==> config.mk <==
export PLATFORM = sky130hd
export DESIGN_NAME = l1_req_seq
export DESIGN_NICKNAME = d
export VERILOG_FILES = /design/src/rtl/cache_pkg.sv /design/src/rtl/l1_req_seq.sv
export SDC_FILE = /design/constraint.sdc
export NUM_CORES = 1
export LEC_CHECK = 0
export CAP_MARGIN = 0
export CORE_AREA = 2 2 205 207
export DETAILED_ROUTE_END_ITERATION = 10
export DIE_AREA = 0 0 207 209
export SKIP_LAST_GASP = 1
export SYNTH_ARGS = -nofsm -noshare
export SYNTH_HDL_FRONTEND = slang
export SYNTH_SLANG_ARGS = --single-unit
==> constraint.sdc <==
create_clock -name clk -period 2.29 [get_ports clk]
set_clock_uncertainty 0.2 [all_clocks]
set_input_delay 0.229 -clock clk [delete_from_list [all_inputs] [get_ports clk]]
set_output_delay 0.229 -clock clk [all_outputs]
set_load 0.03 [all_outputs]
==> src/rtl/cache_pkg.sv <==
// cache_pkg: shared encodings for the L1 cache controller.
// MESI states, snoop request/response codes, CPU response codes,
// request-sequencer state encodings and request-status bit positions.
package cache_pkg;

    // MESI block states
    localparam logic [2:0] INVALID   = 3'd0,
                           SHARED    = 3'd1,
                           EXCLUSIVE = 3'd2,
                           MODIFIED  = 3'd3;

    // Downstream snoop request codes
    localparam logic [2:0] SDREQ_NONE = 3'd0,
                           SDREQ_RD   = 3'd1,
                           SDREQ_RFO  = 3'd2,
                           SDREQ_INV  = 3'd3,
                           SDREQ_WB   = 3'd4;

    // Upstream snoop response codes
    localparam logic [2:0] SURSP_NONE  = 3'd0,
                           SURSP_FETCH = 3'd1,
                           SURSP_SNOOP = 3'd2,
                           SURSP_OKAY  = 3'd3;

    // CPU response codes
    localparam logic [1:0] CURSP_NONE  = 2'd0,
                           CURSP_OKAY  = 2'd1;

    // Bit positions inside the one-hot req_status vector
    localparam int READ_HIT   = 0;
    localparam int WRITE_HIT  = 1;
    localparam int READ_MISS  = 2;
    localparam int WRITE_MISS = 3;

    // Request sequencer states; REQ_VICTIM_WB is only reachable with the
    // victim writeback feature compiled in.
    typedef enum logic [2:0] {
        REQ_IDLE       = 3'd0,
        REQ_LOOKUP     = 3'd1,
        REQ_SEND_SDREQ = 3'd2,
        REQ_WAIT_SURSP = 3'd3,
        REQ_RSP_CURSP  = 3'd4,
        REQ_VICTIM_WB  = 3'd5
    } req_state_t;

    // One-hot classification of a request from its op and the lookup hit.
    function automatic logic [3:0] classify(input logic is_write, input logic hit);
        logic [3:0] st;
        st = '0;
        case ({is_write, hit})
            2'b01:   st[READ_HIT]   = 1'b1;
            2'b11:   st[WRITE_HIT]  = 1'b1;
            2'b00:   st[READ_MISS]  = 1'b1;
            default: st[WRITE_MISS] = 1'b1;
        endcase
        return st;
    endfunction

endpackage

==> src/rtl/l1_req_seq.sv <==
// l1_req_seq: sequential request sequencer for one L1 cache controller.
// Accepts one CPU request at a time, classifies it after a one-cycle array
// lookup, drives the snoop request chosen by the external decision logic,
// collects the snoop response, answers the CPU and commits the next MESI
// state into the array.
// Optional feature: define L1_VICTIM_WB_EN to write back a MODIFIED victim
// (REQ_VICTIM_WB) before the fill request of a miss.
module l1_req_seq
    import cache_pkg::*;
#(
    parameter int ADDR_WIDTH  = 32,
    parameter int DATA_WIDTH  = 64,
    parameter int INDEX_WIDTH = 6
) (
    input  logic                              clk,
    input  logic                              rst_n,
    // CPU request
    input  logic                              cdreq_valid,
    output logic                              cdreq_ready,
    input  logic                              cdreq_op,
    input  logic [ADDR_WIDTH-1:0]             cdreq_addr,
    input  logic [DATA_WIDTH-1:0]             cdreq_data,
    // CPU response
    output logic                              cursp_valid,
    input  logic                              cursp_ready,
    output logic [1:0]                        cursp_rsp,
    output logic [DATA_WIDTH-1:0]             cursp_data,
    // downstream snoop request
    output logic                              sdreq_valid,
    input  logic                              sdreq_ready,
    output logic [2:0]                        sdreq_op,
    output logic [ADDR_WIDTH-1:0]             sdreq_addr,
    output logic [DATA_WIDTH-1:0]             sdreq_data,
    // upstream snoop response
    input  logic                              sursp_valid,
    input  logic [2:0]                        sursp_rsp,
    input  logic [DATA_WIDTH-1:0]             sursp_data,
    // cache array
    output logic [INDEX_WIDTH-1:0]            arr_rd_idx,
    input  logic                              arr_rd_hit,
    input  logic [2:0]                        arr_rd_st,
    input  logic [DATA_WIDTH-1:0]             arr_rd_data,
    input  logic [ADDR_WIDTH-INDEX_WIDTH-1:0] arr_rd_tag,
    output logic                              arr_wr_en,
    output logic [INDEX_WIDTH-1:0]            arr_wr_idx,
    output logic [2:0]                        arr_wr_st,
    output logic [DATA_WIDTH-1:0]             arr_wr_data,
    // decision logic
    output logic [3:0]                        req_status,
    output logic [2:0]                        req_curSt,
    output logic [2:0]                        blk_curSt,
    output logic [2:0]                        sursp_lat,
    input  logic [2:0]                        blk_nxtSt,
    input  logic [2:0]                        init_sdreq,
    input  logic [1:0]                        dec_cursp_rsp
);

    req_state_t              r_state;
    req_state_t              w_next;

    logic                    r_op;
    logic [ADDR_WIDTH-1:0]   r_addr;
    logic [DATA_WIDTH-1:0]   r_wdata;
    logic [DATA_WIDTH-1:0]   r_arr_data;
    logic [DATA_WIDTH-1:0]   r_fill_data;
    logic [3:0]              r_req_status;
    logic [2:0]              r_blk_st;
    logic [2:0]              r_sdreq_op;
    logic [2:0]              r_sursp_lat;
    logic [1:0]              r_cursp_rsp;

    logic                    w_hit;
    logic [3:0]              w_status;
    logic                    w_in_lookup;
    logic                    w_accept;
    logic                    w_sursp_take;
    logic                    w_is_miss;
    logic                    w_enter_rsp;

`ifdef L1_VICTIM_WB_EN
    logic [ADDR_WIDTH-INDEX_WIDTH-1:0] r_victim_tag;
    logic                              w_victim;
    // a tag mismatch over a dirty line must be written back first
    assign w_victim = !arr_rd_hit && (arr_rd_st == MODIFIED);
`else
    logic w_unused_tag;
    assign w_unused_tag = ^arr_rd_tag;
`endif

    assign w_hit        = arr_rd_hit && (arr_rd_st != INVALID);
    assign w_status     = classify(r_op, w_hit);
    assign w_in_lookup  = (r_state == REQ_LOOKUP);
    assign w_accept     = (r_state == REQ_IDLE) && cdreq_valid;
    assign w_sursp_take = (r_state == REQ_WAIT_SURSP) && sursp_valid;
    assign w_is_miss    = r_req_status[READ_MISS] | r_req_status[WRITE_MISS];
    assign w_enter_rsp  = (r_state != REQ_RSP_CURSP) && (w_next == REQ_RSP_CURSP);

    // During LOOKUP the decision logic sees the live classification so that
    // init_sdreq can be latched in the same cycle.
    assign req_status = w_in_lookup ? w_status  : r_req_status;
    assign blk_curSt  = w_in_lookup ? arr_rd_st : r_blk_st;
    assign req_curSt  = r_state;
    assign sursp_lat  = r_sursp_lat;
    assign cursp_rsp  = r_cursp_rsp;

    assign arr_rd_idx  = (r_state == REQ_IDLE) ? cdreq_addr[INDEX_WIDTH-1:0]
                                               : r_addr[INDEX_WIDTH-1:0];
    assign arr_wr_idx  = r_addr[INDEX_WIDTH-1:0];
    assign arr_wr_st   = arr_wr_en ? blk_nxtSt : 3'd0;
    assign arr_wr_data = r_op                    ? r_wdata     :
                         r_req_status[READ_MISS] ? r_fill_data : r_arr_data;
    assign cursp_data  = (r_state != REQ_RSP_CURSP) ? '0          :
                         w_is_miss                  ? r_fill_data : r_arr_data;

    // State register
    always_ff @(posedge clk or negedge rst_n) begin
        if (!rst_n) begin
            r_state <= REQ_IDLE;
        end else begin
            r_state <= w_next;
        end
    end

    // Next-state and handshake outputs
    always_comb begin
        w_next      = r_state;
        cdreq_ready = 1'b0;
        sdreq_valid = 1'b0;
        sdreq_op    = SDREQ_NONE;
        sdreq_addr  = '0;
        sdreq_data  = '0;
        cursp_valid = 1'b0;
        arr_wr_en   = 1'b0;
        case (r_state)
            REQ_IDLE: begin
                cdreq_ready = 1'b1;
                if (cdreq_valid) begin
                    w_next = REQ_LOOKUP;
                end
            end
            REQ_LOOKUP: begin
                if (w_status[READ_HIT]) begin
                    w_next = REQ_RSP_CURSP;
                end else if (w_status[WRITE_HIT]) begin
                    w_next = (arr_rd_st == SHARED) ? REQ_SEND_SDREQ : REQ_RSP_CURSP;
                end else begin
`ifdef L1_VICTIM_WB_EN
                    w_next = w_victim ? REQ_VICTIM_WB : REQ_SEND_SDREQ;
`else
                    w_next = REQ_SEND_SDREQ;
`endif
                end
            end
            REQ_SEND_SDREQ: begin
                sdreq_valid = 1'b1;
                sdreq_op    = r_sdreq_op;
                sdreq_addr  = r_addr;
                if (sdreq_ready) begin
                    w_next = REQ_WAIT_SURSP;
                end
            end
            REQ_WAIT_SURSP: begin
                if (sursp_valid) begin
                    w_next = REQ_RSP_CURSP;
                end
            end
            REQ_RSP_CURSP: begin
                cursp_valid = 1'b1;
                if (cursp_ready) begin
                    arr_wr_en = 1'b1;
                    w_next    = REQ_IDLE;
                end
            end
`ifdef L1_VICTIM_WB_EN
            REQ_VICTIM_WB: begin
                sdreq_valid = 1'b1;
                sdreq_op    = SDREQ_WB;
                sdreq_addr  = {r_victim_tag, r_addr[INDEX_WIDTH-1:0]};
                sdreq_data  = r_arr_data;
                if (sdreq_ready) begin
                    w_next = REQ_SEND_SDREQ;
                end
            end
`endif
            default: begin
                w_next = REQ_IDLE;
            end
        endcase
    end

    // Request, lookup and snoop-response capture registers
    always_ff @(posedge clk or negedge rst_n) begin
        if (!rst_n) begin
            r_op         <= 1'b0;
            r_addr       <= '0;
            r_wdata      <= '0;
            r_arr_data   <= '0;
            r_fill_data  <= '0;
            r_req_status <= '0;
            r_blk_st     <= INVALID;
            r_sdreq_op   <= SDREQ_NONE;
            r_sursp_lat  <= SURSP_NONE;
            r_cursp_rsp  <= CURSP_NONE;
`ifdef L1_VICTIM_WB_EN
            r_victim_tag <= '0;
`endif
        end else begin
            if (w_accept) begin
                r_op         <= cdreq_op;
                r_addr       <= cdreq_addr;
                r_wdata      <= cdreq_data;
                r_req_status <= '0;
                r_sursp_lat  <= SURSP_NONE;
            end
            if (w_in_lookup) begin
                r_req_status <= w_status;
                r_blk_st     <= arr_rd_st;
                r_arr_data   <= arr_rd_data;
                r_sdreq_op   <= init_sdreq;
`ifdef L1_VICTIM_WB_EN
                r_victim_tag <= arr_rd_tag;
`endif
            end
            if (w_sursp_take) begin
                r_sursp_lat <= sursp_rsp;
                r_fill_data <= sursp_data;
            end
            // response code is frozen for the whole time cursp_valid is high
            if (w_enter_rsp) begin
                r_cursp_rsp <= dec_cursp_rsp;
            end
        end
    end

endmodule
## Word-level counts from Yosys, hierarchy flattened

Index checks and enable logic that the tools add are counted.

- Logic and storage cells: 62
- Register bits after elaboration: 243
- Output and inout port bits: 261

- Muxes and demuxes: 31
- Equal/unequal tests: 9
- Reduce and logical (&&, ||, !) cells: 10
- Bitwise operators: 1

Operators by type and width:

| operator | number |
|---|---|
| 64-bit two-way mux | 4 |
| 3-bit two-way mux | 12 |
| 32-bit two-way mux | 1 |
| 3-bit one-hot mux with 5 select lines | 1 |
| 4-bit two-way mux | 3 |
| 1-bit two-way mux | 9 |
| 3-bit by 1-bit equality test with 1-bit output, second input constant | 2 |
| 3-bit by 2-bit equality test with 1-bit output, second input constant | 2 |
| 3-bit equality test, second input constant | 2 |
| 6-bit two-way mux | 1 |
| 1-bit logical AND | 4 |
| 2-bit nonzero test | 2 |
| 3-bit zero test | 1 |
| 3-bit != test, second input constant | 1 |
| 3-bit nonzero test | 1 |
| 3-bit OR reduction | 1 |
| 2-bit by 1-bit equality test with 1-bit output, second input constant | 1 |
| 2-bit equality test, second input constant | 1 |
| 2-bit zero test | 1 |
| 1-bit bitwise OR | 1 |

## Longest topological paths before layout

Gate-level depths: netlist of the first run.

- Depth after elaboration: 9
- Gate-level depth with buffers: 6

## Worst setup path after synthesis of the first run

OpenSTA, ideal clock, no wires.

- Kind: register to register
- From: reg r_state[0], in the netlist req_curSt[0]
- To: reg r_req_status[1]
- Setup slack: -0.201 ns
- Required time: 2.005 ns
- Data arrival time: 2.206 ns
- Clock period less this slack: 2.491 ns
- Stages on the path, launching flop included: 7
- Path buffers: 2
- Path through: dfrtp_1 > buf_4 > nor3b_1 > buf_2 > nand2_1 > o21ai_0 > a21boi_0

- Longest elaborated chain between the ends: 3
- Elaborated cells on any way between the ends: 5

Ends and longest elaborated chain:

| what | RTL line | source |
|---|---|---|
| start, declared | l1_req_seq.sv:58 | `req_state_t r_state;` |
| start signal, assigned | l1_req_seq.sv:120 | `r_state <= w_next;` |
| 3-bit zero test | l1_req_seq.sv:93 | `assign w_accept = (r_state == REQ_IDLE) && cdreq_valid;` |
| 1-bit logical AND | l1_req_seq.sv:93 |  |
| 2-bit nonzero test (no line) | n/a |  |
| end signal, assigned | l1_req_seq.sv:216 | `r_req_status <= w_status;` |
| end, declared | l1_req_seq.sv:66 | `logic [3:0] r_req_status;` |

Several ways; a longest one is shown, not always the timed one.
A chain may end at the register's enable or synchronous reset.

## Worst setup path after layout of the first run

- From: reg r_state[1], in the netlist req_curSt[1]
- To: out cursp_data[63]

- Longest elaborated chain between the ends: 2

Ends and longest elaborated chain:

| what | RTL line | source |
|---|---|---|
| 3-bit != test | l1_req_seq.sv:112 | `assign cursp_data = (r_state != REQ_RSP_CURSP) ? '0 :` |
| 64-bit two-way mux | l1_req_seq.sv:112 |  |
| end, declared | l1_req_seq.sv:27 | `output logic [DATA_WIDTH-1:0] cursp_data,` |

Every way passes these cells.

==> reports/summary.txt, run 1 <==
Initial antenna violation count - 1
Yosys top cell area share - 0.496
GRT Overall Usage - 0.213
CTS tree - done
Outcome - complete, but fails checks
Worst-path clk slew - 60 ps
Layout cells sized above 1 - 0.352
Worst skew pair latency - 570 ps
Max Clk Rate - 0.379 GHz
Drt pass-1 iters - 5
Grt total ovfl - 0
CTS buffer count - 30
Final hold slack - 26.5 ps
Via/cell ratio - 4.74
Final std cells w/o fill - 2385
Via count - 11300
Most common cell in the synthesized netlist - nand2_1
Post-detail-place hpwl - 29.5 mm
Tcrit/Tclk final - 1.15
Cells after synthesis - 1252
CTS root buf - clkbuf_16
Synth unique cells - 35
Max stage delay on crit path - 470 ps
Core Region - 41300 um^2
Number of synthesized flops with an enable pin - 0
Synth area leaders - dfrtp_1 50%, mux2_2 15%, nand2_1 13%, mux2i_1 5.3%, buf_4 4.9%
Max-cap viol count - 0
Fin util - 0.520
Avg Cell Area, Syn - 9.79 um^2
Setup WS post-layout - -347 ps
WL final - 51.5 mm
Worst Path Arrival - 2210 ps
Startpoint types - flop
Vias in the first global route - 11600
Setup WS pre-CTS - 89.6 ps
Synthesis Warnings - 0
Final nets - 2095
Site Rows - 75
Hold Crit Class - input port to flop
Fraction of registers with async set/reset - 1.00
Die span in y - 209 um
Setup TNS - -46830 ps
Die area - 43300 um^2
Mapped Area - 12300 um^2
Fin. Hold Viols - 0
Synth cell count leaders - 416 x nand2_1, 243 x dfrtp_1, 167 x mux2_2
Wire per inst - 21.6 um
Failing checks - negative setup slack
Area leader, netlist - dfrtp_1
Ordered cell list for the critical path - buf_6, or3b_4, buf_12, buf_16, a21oi_4, buf_12
Flops & latches, synth - 243
Unrepaired setup endpoints after global routing - yes
IO Pins - 533
Count of final setup violators - 281
1st-iter DRT viols - 517
Crit path max-delay family - buffers and inverters
Initial Util - 0.297
Worst setup EP type - output pin
First-pass GRT wire length - 70.8 mm
Area added between synthesis and finish - 75.2%
Inst Count DP - 2186
Most used flip-flop cell after synthesis - dfrtp_1
Sink Count - 243
Tmin final - 2640 ps
Maximum VDD drop - 1.00 mV
WS Path Type - flop to output pin
Seq/Total Area, Yosys - 0.496
PortBufs - 442
Final-report max-slew violation count - 0
Largest net degree at the start of global routing - 77
ANT nets after route - 0
Slowest CP cell - or3b_4
WP buf/inv - 4
H-tree levels - 1
Die X - 207 um
Worst Path Max Fanout - 8
Number of remaining DRC errors - 0
RePlAce Congestion - 0.813
P_leak - 0.00960 uW
Data required time at the worst endpoint - 1860 ps
Worst path most repeated cell - buf_12
Pwr/cell area - 1520 nW/um^2
Clk buf depth - 3
## per-layer routing
| layer | vias to the layer above | share of wire | track usage |
|---|---|---|---|
| met5 | - | 0 | 0 |
| met4 | 0 | 0.037 | 0.0773 |
| met3 | 100 | 0.066 | 0.0523 |
| met2 | 473 | 0.49 | 0.369 |
| met1 | 5580 | 0.41 | 0.257 |
| li1 | 5156 | - | - |
## report_power, final
part	internal, uW	switching, uW
clock network	2980	1970
logic	9130	10600
registers	6480	1580
## per-stage QoR
step,power (uW),cell area (um^2)
6_report,32700,21500
5_1_grt,34400,21500
4_1_cts,30300,20100
3_5_place_dp,22700,17000
3_3_place_gp,22500,17000
2_1_floorplan,16800,12500
## cell usage in the layout, fill, tap and decap left out, drive strengths merged, types with 56 or more instances in the layout
master | netlist | routed
a21oi | 65 | 65
nand2 | 416 | 416
mux2 | 169 | 169
dfrtp | 243 | 243
mux2i | 65 | 65
conb | 1 | 64
buf | 111 | 302
dlygate4sd3 | 0 | 56
o21ai | 67 | 67
clkdlybuf4s50 | 0 | 257
## layout make-up
cell class,count,area [um^2]
diodes,1,2.50
clock buffers,40,870
clock inverters,14,151
fillers,3613,19800
inverters,5,23.8
multi-input cells,915,6600
flip-flops and latches,243,6090
well taps,539,674
repair buffers,628,7060
## kinds of logic (layout without fill, tap and decap cells)
kind of cell	after synthesis	in the layout	share of synthesized area
buffers and inverters	158	687	0.0754
AOI/OAI and AO/OA	146	146	0.0633
DFF	243	243	0.496
muxes	234	234	0.208
other	1	65	0.000306
and+or+nand+nor	470	471	0.156
## worst paths after layout
path	from	end	cells past startpoint	slack, ps
max in group asynchronous	rst_n	req_curSt[0]$_DFF_PN0_	3	1380
min in group asynchronous	rst_n	r_fill_data[27]$_DFFE_PN0P_	3	60
worst min-delay path	arr_rd_data[30]	r_arr_data[30]$_DFFE_PN0P_	3	30
worst max-delay path	req_curSt[1]$_DFF_PN0_	cursp_data[63]	6	-350
worst min register to register	r_sdreq_op[1]$_DFFE_PN0P_	r_sdreq_op[1]$_DFFE_PN0P_	2	270
worst max register to register	req_curSt[2]$_DFF_PN0_	r_wdata[51]$_DFFE_PN0P_	10	-200
## state kept, by name (all words and copies together), names as in the netlist
signal,count
sursp_lat,3
r_fill_data,64
cursp_rsp,2
r_addr,32
r_sdreq_op,3
r_arr_data,64
req_curSt,3
r_op,1
r_wdata,64
r_req_status,4
r_blk_st,3
## worst min-delay path: stages
cell and delay, ps:
clkdlybuf4s50_1 410, nand2_1 70, nand2_1 50
## repair_timing
action	CTS	global route
hold buffers	57	0
buffers inserted	31	30
endpoints found under the setup margin	186	278
gates cloned	15	18
pin swaps	16	27
resized for setup	379	218
endpoints found under the hold margin	298	0
Power figures use the tool's default switching activity.
==> inputs of run 2 (changes only) <==
--- a/config.mk
+++ b/config.mk
@@ -5,7 +5,7 @@
 export SDC_FILE = /design/constraint.sdc
 export NUM_CORES = 1
 export LEC_CHECK = 0
-export CAP_MARGIN = 0
+export CAP_MARGIN = 25
 export CORE_AREA = 2 2 205 207
 export DETAILED_ROUTE_END_ITERATION = 10
 export DIE_AREA = 0 0 207 209
==> results of run 2 <==
No change in the layout: final DEF, timing and power equal those of run 1.
